`config.mk`:
```
export PLATFORM = sky130hd
export DESIGN_NAME = rx_psdu_packer_flat
export DESIGN_NICKNAME = d
export VERILOG_FILES = /design/src/rtl/rx_psdu_packer_pkg.sv /design/src/rtl/rx_psdu_packer_if.sv /design/src/rtl/rx_crc32_byte.sv /design/src/rtl/rx_psdu_packer.sv /design/src/flat_wrapper.sv
export SDC_FILE = /design/constraint.sdc
export NUM_CORES = 1
export LEC_CHECK = 0
export CORE_MARGIN = 2
export CORE_UTILIZATION = 45
export CTS_BUF_LIST = sky130_fd_sc_hd__clkbuf_8 sky130_fd_sc_hd__clkbuf_16
export CTS_CLUSTER_DIAMETER = 30
export DETAILED_ROUTE_END_ITERATION = 8
export GPL_TIMING_DRIVEN = 0
export PLACE_DENSITY = 0.7
export SLEW_MARGIN = 20
export SYNTH_ARGS = -nofsm -noshare
export SYNTH_HDL_FRONTEND = slang
export SYNTH_SLANG_ARGS = --single-unit
```
`constraint.sdc`:
```
create_clock -name clk -period 3.5 [get_ports clk]
set_input_delay 0.875 -clock clk [delete_from_list [all_inputs] [get_ports clk]]
set_output_delay 0.875 -clock clk [all_outputs]
set_load 0.02 [all_outputs]
```
`src/rtl/rx_psdu_packer_pkg.sv`:
```
// Shared types and constants for the 802.11a RX PSDU packer and its CRC-32 checker.
// State encoding, default geometry, and the 802.3 CRC-32 constants live here.
package wlan_rx_pkg;

    typedef enum logic [1:0] {
        IDLE    = 2'd0,
        SERVICE = 2'd1,
        DATA    = 2'd2
    } rx_state_t;

    // 16 SERVICE bits minus the 7 the descrambler consumed as its seed
    localparam int SERVICE_BITS_DEF = 9;
    localparam int LEN_W_DEF        = 12;

    localparam logic [31:0] CRC32_POLY    = 32'h04C11DB7;
    localparam logic [31:0] CRC32_INIT    = 32'hFFFFFFFF;
    localparam logic [31:0] CRC32_RESIDUE = 32'hDEBB20E3;

    function automatic logic [31:0] reflect32(input logic [31:0] v);
        logic [31:0] r;
        for (int i = 0; i < 32; i++) begin
            r[i] = v[31-i];
        end
        return r;
    endfunction

endpackage

```
`src/rtl/rx_psdu_packer_if.sv`:
```
// Bit-in / byte-out stream bundle between descrambler, packer and MAC-side buffer.
// The master drives bits and receives bytes; the packer is the slave.
interface rx_psdu_packer_if;
    logic       bit_in;
    logic       bit_valid;
    logic [7:0] byte_out;
    logic       byte_valid;
    logic       byte_first;
    logic       byte_last;

    modport master (
        output bit_in, bit_valid,
        input  byte_out, byte_valid, byte_first, byte_last
    );

    modport slave (
        input  bit_in, bit_valid,
        output byte_out, byte_valid, byte_first, byte_last
    );
endinterface

```
`src/rtl/rx_crc32_byte.sv`:
```
// Reflected CRC-32 accumulator consuming one byte per enabled cycle.
// clr reloads the init value; the register is not complemented on output.
module rx_crc32_byte
    import wlan_rx_pkg::*;
(
    input  logic        clk,
    input  logic        reset,
    input  logic        clr,
    input  logic        en,
    input  logic [7:0]  data,
    output logic [31:0] crc
);

    localparam logic [31:0] POLY_REFL = reflect32(CRC32_POLY);

    logic [31:0] crc_reg;
    logic [31:0] stage [0:8];

    assign stage[0] = crc_reg ^ {24'd0, data};

    // One LSB-first polynomial step per data bit, unrolled across the byte
    genvar gi;
    generate
        for (gi = 0; gi < 8; gi++) begin : g_bit
            assign stage[gi+1] = stage[gi][0] ? ((stage[gi] >> 1) ^ POLY_REFL)
                                              :  (stage[gi] >> 1);
        end
    endgenerate

    always_ff @(posedge clk) begin
        if (reset || clr) begin
            crc_reg <= CRC32_INIT;
        end else if (en) begin
            crc_reg <= stage[8];
        end
    end

    assign crc = crc_reg;

endmodule

```
`src/rtl/rx_psdu_packer.sv`:
```
// Strips residual SERVICE bits, packs PSDU bits LSB-first into LENGTH bytes, drops tail/pad.
// Define RX_PSDU_FCS_CHECK_EN to add the CRC-32 FCS residue check on fcs_valid/fcs_ok.
module rx_psdu_packer
    import wlan_rx_pkg::*;
#(
    parameter int SERVICE_BITS = SERVICE_BITS_DEF,
    parameter int LEN_W        = LEN_W_DEF
) (
    input  logic              clk,
    input  logic              reset,
    input  logic              start,
    input  logic [LEN_W-1:0]  psdu_len,
    rx_psdu_packer_if.slave   bus,
    output logic              busy,
    output logic              done,
    output logic              len_err,
    output logic              service_err,
    output logic              fcs_valid,
    output logic              fcs_ok
);

    localparam int SVC_W = (SERVICE_BITS > 1) ? $clog2(SERVICE_BITS) : 1;
    localparam logic [SVC_W-1:0] SVC_LAST = SVC_W'(SERVICE_BITS - 1);

    rx_state_t          state_reg, state_next;
    logic [SVC_W-1:0]   svc_cnt_reg, svc_cnt_next;
    logic [2:0]         bit_cnt_reg, bit_cnt_next;
    logic [7:0]         shreg_reg, shreg_next;
    logic [LEN_W-1:0]   byte_cnt_reg, byte_cnt_next;
    logic [LEN_W-1:0]   len_reg, len_next;
    logic [7:0]         byte_out_reg, byte_out_next;
    logic               byte_valid_reg, byte_valid_next;
    logic               byte_first_reg, byte_first_next;
    logic               byte_last_reg, byte_last_next;
    logic               done_reg, done_next;
    logic               len_err_reg, len_err_next;
    logic               service_err_reg, service_err_next;

    logic [7:0]         shift_in;
    logic               last_byte;

    assign shift_in  = {bus.bit_in, shreg_reg[7:1]};
    assign last_byte = (byte_cnt_reg == (len_reg - LEN_W'(1)));

    always_ff @(posedge clk) begin
        if (reset) begin
            state_reg       <= IDLE;
            svc_cnt_reg     <= '0;
            bit_cnt_reg     <= '0;
            shreg_reg       <= '0;
            byte_cnt_reg    <= '0;
            len_reg         <= '0;
            byte_out_reg    <= '0;
            byte_valid_reg  <= 1'b0;
            byte_first_reg  <= 1'b0;
            byte_last_reg   <= 1'b0;
            done_reg        <= 1'b0;
            len_err_reg     <= 1'b0;
            service_err_reg <= 1'b0;
        end else begin
            state_reg       <= state_next;
            svc_cnt_reg     <= svc_cnt_next;
            bit_cnt_reg     <= bit_cnt_next;
            shreg_reg       <= shreg_next;
            byte_cnt_reg    <= byte_cnt_next;
            len_reg         <= len_next;
            byte_out_reg    <= byte_out_next;
            byte_valid_reg  <= byte_valid_next;
            byte_first_reg  <= byte_first_next;
            byte_last_reg   <= byte_last_next;
            done_reg        <= done_next;
            len_err_reg     <= len_err_next;
            service_err_reg <= service_err_next;
        end
    end

    always_comb begin
        state_next       = state_reg;
        svc_cnt_next     = svc_cnt_reg;
        bit_cnt_next     = bit_cnt_reg;
        shreg_next       = shreg_reg;
        byte_cnt_next    = byte_cnt_reg;
        len_next         = len_reg;
        byte_out_next    = byte_out_reg;
        byte_valid_next  = 1'b0;
        byte_first_next  = 1'b0;
        byte_last_next   = 1'b0;
        done_next        = 1'b0;
        len_err_next     = 1'b0;
        service_err_next = service_err_reg;

        // start wins over any bit in the same cycle and aborts a frame in flight
        if (start) begin
            if (psdu_len == '0) begin
                len_err_next = 1'b1;
                state_next   = IDLE;
            end else begin
                state_next       = SERVICE;
                len_next         = psdu_len;
                service_err_next = 1'b0;
                svc_cnt_next     = '0;
                bit_cnt_next     = '0;
                shreg_next       = '0;
                byte_cnt_next    = '0;
            end
        end else begin
            case (state_reg)
                SERVICE: begin
                    if (bus.bit_valid) begin
                        if (bus.bit_in) begin
                            service_err_next = 1'b1;
                        end
                        if (svc_cnt_reg == SVC_LAST) begin
                            svc_cnt_next = '0;
                            state_next   = DATA;
                        end else begin
                            svc_cnt_next = svc_cnt_reg + 1'b1;
                        end
                    end
                end
                DATA: begin
                    if (bus.bit_valid) begin
                        shreg_next   = shift_in;
                        bit_cnt_next = bit_cnt_reg + 3'd1;
                        if (bit_cnt_reg == 3'd7) begin
                            byte_out_next   = shift_in;
                            byte_valid_next = 1'b1;
                            byte_first_next = (byte_cnt_reg == '0);
                            if (last_byte) begin
                                byte_last_next = 1'b1;
                                done_next      = 1'b1;
                                state_next     = IDLE;
                            end else begin
                                byte_cnt_next = byte_cnt_reg + 1'b1;
                            end
                        end
                    end
                end
                default: ;
            endcase
        end
    end

    assign bus.byte_out   = byte_out_reg;
    assign bus.byte_valid = byte_valid_reg;
    assign bus.byte_first = byte_first_reg;
    assign bus.byte_last  = byte_last_reg;
    assign busy           = (state_reg != IDLE);
    assign done           = done_reg;
    assign len_err        = len_err_reg;
    assign service_err    = service_err_reg;

`ifdef RX_PSDU_FCS_CHECK_EN
    logic        crc_clr;
    logic        crc_en;
    logic [31:0] crc_value;
    logic        fcs_valid_reg;
    logic        fcs_ok_reg;

    assign crc_clr = start && (psdu_len != '0);
    assign crc_en  = !start && (state_reg == DATA) && bus.bit_valid && (bit_cnt_reg == 3'd7);

    rx_crc32_byte u_crc (
        .clk   (clk),
        .reset (reset),
        .clr   (crc_clr),
        .en    (crc_en),
        .data  (shift_in),
        .crc   (crc_value)
    );

    // Sampled in the done cycle, when the register already holds the final residue
    always_ff @(posedge clk) begin
        if (reset) begin
            fcs_valid_reg <= 1'b0;
            fcs_ok_reg    <= 1'b0;
        end else begin
            fcs_valid_reg <= done_reg;
            fcs_ok_reg    <= done_reg && (len_reg >= LEN_W'(4)) && (crc_value == CRC32_RESIDUE);
        end
    end

    assign fcs_valid = fcs_valid_reg;
    assign fcs_ok    = fcs_ok_reg;
`else
    assign fcs_valid = 1'b0;
    assign fcs_ok    = 1'b0;
`endif

endmodule

```
`src/flat_wrapper.sv`:
```
// flat-port wrapper written by rule: the top's interface ports become plain ports
module rx_psdu_packer_flat import wlan_rx_pkg::*;
#(
    parameter int SERVICE_BITS = SERVICE_BITS_DEF,
    parameter int LEN_W        = LEN_W_DEF
)
  (clk, reset, start, psdu_len, busy, done, len_err, service_err, fcs_valid, fcs_ok, bus_bit_in, bus_bit_valid, bus_byte_out, bus_byte_valid, bus_byte_first, bus_byte_last);
  rx_psdu_packer_if bus_i ();
  input  logic clk;
  input  logic reset;
  input  logic start;
  input  logic [LEN_W-1:0] psdu_len;
  output logic busy;
  output logic done;
  output logic len_err;
  output logic service_err;
  output logic fcs_valid;
  output logic fcs_ok;
  input wire logic [$bits(bus_i.bit_in)-1:0] bus_bit_in;
  input wire logic [$bits(bus_i.bit_valid)-1:0] bus_bit_valid;
  output wire logic [$bits(bus_i.byte_out)-1:0] bus_byte_out;
  output wire logic [$bits(bus_i.byte_valid)-1:0] bus_byte_valid;
  output wire logic [$bits(bus_i.byte_first)-1:0] bus_byte_first;
  output wire logic [$bits(bus_i.byte_last)-1:0] bus_byte_last;
  assign bus_i.bit_in = bus_bit_in;
  assign bus_i.bit_valid = bus_bit_valid;
  assign bus_byte_out = bus_i.byte_out;
  assign bus_byte_valid = bus_i.byte_valid;
  assign bus_byte_first = bus_i.byte_first;
  assign bus_byte_last = bus_i.byte_last;
  rx_psdu_packer #(.SERVICE_BITS(SERVICE_BITS), .LEN_W(LEN_W)) u_core (.clk(clk), .reset(reset), .start(start), .psdu_len(psdu_len), .bus(bus_i), .busy(busy), .done(done), .len_err(len_err), .service_err(service_err), .fcs_valid(fcs_valid), .fcs_ok(fcs_ok));
endmodule
```
* Word level (Yosys, flattened, before mapping)
Cells that the tools add are included.
Cells by class: muxes and demuxes 35, reduce and logical (&&, ||, !) cells 19, eq/ne operators 12, add/sub/neg operators 4, bitwise logic cells 5
Operator list (count):
- 12-bit 2-to-1 mux | 6
- 8-bit 2-to-1 mux | 4
- 12-bit zero test | 2
- 4-bit 2-to-1 mux | 5
- 12-bit by 1-bit adder with 12-bit output, second input constant | 1
- 12-bit equality test | 1
- 2-bit 2-to-1 mux | 6
- 3-bit 2-to-1 mux | 4
- 2-bit nonzero test | 6
- 12-bit by 1-bit subtractor with 12-bit output, second input constant | 1
- 1-bit 2-to-1 mux | 9
- 3-bit by 2-bit inequality test with 1-bit output, second input constant | 3
- 4-bit AND reduction | 2
- 3-bit inequality test, second input constant | 2
- 3-bit AND reduction | 2
- 6-bit AND reduction | 1
- 1-bit NOT | 5
- 5-bit AND reduction | 1
- 5-bit OR reduction | 1
- 4-bit by 1-bit adder with 4-bit output, second input constant | 1
- 4-bit equality test, second input constant | 1
- 2-bit inequality test, second input constant | 2
- 2-bit one-hot mux with 2 select lines | 1
- 4-bit OR reduction | 1
- 7 further kinds | 7
Storage, ports and cells: output and inout port bits 17, input port bits 17, register bits after elaboration 54, logic and storage cells 87

* Depth between registers and ports, before layout
depth after elaboration 7, mapped depth 10

* Worst setup path before layout
No wires, ideal clock.
path type input-to-reg, from in psdu_len[2], to reg u_core.svc_cnt_reg[0], required time 3.435 ns, buffers on the path 1, cell stages on the path 6, arrival 2.711 ns, path slack 0.723 ns, cells stage by stage or4_1 o31ai_1 clkbuf_1 nor2b_1 o21ai_0 nor2_1
On the way: cells in the longest elaborated chain, start to end 3
Ends and longest elaborated chain:
- from (decl) | line flat_wrapper.sv:12 | input logic [LEN_W-1:0] psdu_len;
- 12-bit zero test | line rx_psdu_packer.sv:94 | if (psdu_len == '0) begin
- 2-bit inequality test (no line)
- 3-bit AND reduction (no line)
- to (signal assigned) | line rx_psdu_packer.sv:62 | svc_cnt_reg <= svc_cnt_next;
- to (decl) | line rx_psdu_packer.sv:26 | logic [SVC_W-1:0] svc_cnt_reg, svc_cnt_next;
No other way between the ends. A chain may end at the register's enable or synchronous reset.

* Worst setup path after layout
Ends and elaborated chain as after synthesis.

==> flow_metrics.py <==
metrics = {
    "yosys": {
        "synth_compound_area_frac": 0.148,
        "synth_fa_ha_area_frac": 0.0320,
        "syn-cell-area_mm2": 0.00274,
        "yosysTopAreaCellShare": 0.387,
        "synthSimpleGateAreaFrac": 0.287,
        "synth_area_per_cell_um2": 8.13,
        "synth.mux.area_fraction": 0.0365,
        "synthTopCellsByArea": "dfxtp_1, a21oi_1, nand2_1, nor2_1, mux2i_1",
        "synth_top_family_by_area": "simple AND/OR/NAND/NOR gates",
        "ys_seq_area_frac": 0.387,
        "synthXorXnorAreaFrac": 0.0512,
        "yosys.cell_types.count": 48,
        "synthCells": 337,
        "ys_seq_elements": 53,
        "yosysWarnings": 0,
        "yosysTopAreaCell": "dfxtp_1",
    },
    "pwr": {
        "p_leak_nw": 1.12,
        "ir_drop_mv": 0.224,
        "powerDensity_mw_per_mm2": 363,
        "power.total_w": 0.00118,
    },
    "sta": {
        "period_share": 0.898,
        "worst_slew_pin_slew_ns": 0.602,
        "setup_viol": 0,
        "max_freq_ghz": 0.318,
        "rsz0062_at_grt": "false",
        "min_period_ns": 3.14,
        "finClkSkew_ns": 0.00591,
        "maxSlewViolCount": 0,
        "slew_headroom": 0.597,
        "fin_ws_ns": 0.357,
        "hold_viol": 0,
        "finalSetupTns_ns": 0,
    },
    "place": {
        "port_buffers": 30,
        "gp_congestion": 0.918,
        "pre_cts_ws_ns": -0.185,
        "dp_hpwl_um": 4830,
    },
    "hold_path": {
        "min_to": "u_core.bus.byte_out[2]",
        "whs_path_depth": 2,
        "min_from": "u_core.bus.byte_out[2]",
        "hold_class": "register to register",
    },
    "detailed_routing": {
        "viasPerCell": 5.42,
        "first_pass_iters": 4,
        "drc": 0,
        "wl_per_cell_um": 14.1,
        "antenna_left": 0,
        "wl_um": 6370,
        "drtIter0Drc": 163,
        "vias": 2443,
    },
    "critical_path": {
        "rr_startpoint": "u_core.len_reg[3]",
        "r2r_end": "u_core.byte_cnt_reg[0]",
        "cp_max_fo": 10,
        "r2r_cells": 9,
        "cp.required_ns": 3.75,
        "rrSetupSlack_ns": 0.73,
        "end_kind": "register",
        "crit_arrival_ns": 3.39,
        "start_kind": "input port",
        "critical_path_class": "input port to register",
    },
    "cts": {
        "htree_levels": 2,
        "post-cts-setup-buffers": 0,
        "cts_sinks": 53,
        "cts_tree": "done",
        "clk_latency_ns": 0.31,
        "cts_root_buffer": "clkbuf_8",
        "cts_buffer_depth": 2,
        "numCtsBuffers": 5,
        "path_clk_slew_ns": 0.10,
        "hold_buffers": 0,
    },
    "global_route": {
        "grt_overflow": 0,
        "grt_pass1_vias": 2312,
        "use_met2": 0.342,
        "grt_pass1_wl_um": 10500,
        "use_met1": 0.259,
        "grt_max_degree": 18,
        "grt_use_met3": 0.0407,
        "track_usage": 0.201,
        "gr-max-usage-layer": "met2",
        "antenna_found_initial": 0,
    },
    "cells_and_area": {
        "multi_input_area_mm2": 0.00153,
        "fillers": 558,
        "seq_area_mm2": 0.00106,
        "final_layout_size_suffix_gt1_frac": 0.0612,
        "area_growth_syn_to_layout_pct": 18.8,
        "diodes": 0,
        "nets": 399,
        "fin_util": 0.553,
    },
    "floorplanning": {
        "die_w_um": 82.0,
        "io_pins": 34,
        "start_util": 0.465,
        "die_y_um": 82.0,
        "core-area_mm2": 0.00589,
        "die-area_mm2": 0.00673,
        "rows": 28,
    },
    "outcome": {
        "status": "finished, final reports clean",
    },
    "flow_run": {
        "maxCapViolations": 0,
    },
}
## stage by stage
step / cells / hold WS [ns] / cell area (um^2)
final: 451 / 0.462 / 3250
after global routing: 451 / 0.491 / 3250
after CTS: 451 / 0.465 / 3250
after detailed placement: 443 / 0.450 / 3140
after global placement: 443 / 0.447 / 3140
after floorplan: 338 / 0.444 / 2740
## synth_stat cells (all sizes together)
| master | instances |
|---|---|
| nand3 | 13 |
| nor4 | 7 |
| ha | 7 |
| conb | 1 |
| nand3b | 3 |
| a21boi | 1 |
| a211oi | 1 |
| o21bai | 2 |
| nor4b | 1 |
| nor3b | 9 |
| nand2 | 39 |
| and3b | 1 |
| nor2b | 3 |
| o211ai | 2 |
| o21a | 1 |
| or4 | 8 |
| buf | 7 |
| nor2 | 31 |
| nand2b | 7 |
| nand4 | 5 |
| or2 | 1 |
| and3 | 2 |
| o31ai | 6 |
| mux2i | 10 |
| inv | 11 |
| xnor2 | 6 |
| a22oi | 1 |
| clkbuf | 15 |
| and2 | 2 |
| nor3 | 8 |
| a2111o | 1 |
| o32ai | 1 |
| a311o | 1 |
| nand4bb | 1 |
| a31oi | 1 |
| o311ai | 1 |
| dfxtp | 53 |
| o21ai | 11 |
| xor2 | 10 |
| or3 | 8 |
| a21oi | 38 |
## worst max path at each step
stage                            from               endpoint  depth (start not counted)
after floorplan           psdu_len[2]  u_core.svc_cnt_reg[0]                          6
after global placement    psdu_len[2]  u_core.svc_cnt_reg[0]                          7
after detailed placement  psdu_len[2]  u_core.svc_cnt_reg[3]                          7
after CTS                 psdu_len[2]  u_core.svc_cnt_reg[0]                          7
after global routing      psdu_len[2]  u_core.svc_cnt_reg[2]                          7
final                     psdu_len[2]  u_core.svc_cnt_reg[0]                          7
## placed cells by master (no fill, tap or decap), types with 3 or more instances in the layout
cell type	instances
clkbuf_1	14
dfxtp_1	53
xor2_1	10
nor3b_1	9
ha_1	7
nor4_1	6
nor2_1	31
nand2b_1	7
a21oi_1	38
o31ai_1	6
or4_1	7
nand4_1	5
mux2i_1	10
buf_4	3
nand3_1	13
nor2b_1	3
nor3_1	7
or3_1	8
nand2_1	39
xnor2_1	6
o21ai_0	8
clkbuf_8	5
clkdlybuf4s50_1	30
nand3b_1	3
inv_1	11
## critical path: stages
cell and delay, ns:
clkdlybuf4s50_1 0.44, or4_1 0.58, o31ai_1 0.31, clkbuf_2 0.33, nor2b_1 0.45, o21ai_0 0.26
nor2_1 0.14
## area by class of cell
class | count | share of cell area
Clock inverter | 3 | 0.0142
Timing Repair Buffer | 30 | 0.0923
Buffer | 22 | 0.0346
Tap cell | 75 | 0.0288
Clock buffer | 5 | 0.0212
Inverter | 11 | 0.0127
Multi-Input combinational cell | 252 | 0.470
Sequential cell | 53 | 0.326
## logic make-up (layout without fill, tap and decap cells)
logic type	Yosys count	count (layout)
AOI/OAI and AO/OA	68	68
xor gates and xnor gates	16	16
adders and majority gates	7	7
buffers and inverters	33	71
DFF	53	53
muxes	10	10
other	1	2
and+or+nand+nor	149	149
## power breakdown
part | total [W] | internal (W) | switching, W
clock network | 0.000422 | 0.000214 | 0.000207
logic | 0.000136 | 0.0000619 | 0.0000744
registers | 0.000624 | 0.000613 | 0.0000118
## repair_timing
item,in CTS,in global routing
endpoints found under the setup margin,0,3
endpoints found under the hold margin,0,0
resized for setup,0,2
## metal layers
layer / vias up / part of all wire
met5: - / 0
met4: 0 / 0.013
met3: 14 / 0.044
met2: 46 / 0.47
met1: 1132 / 0.47
li1: 1251 / -
Note: power is estimated with default switching activity, not from simulation.
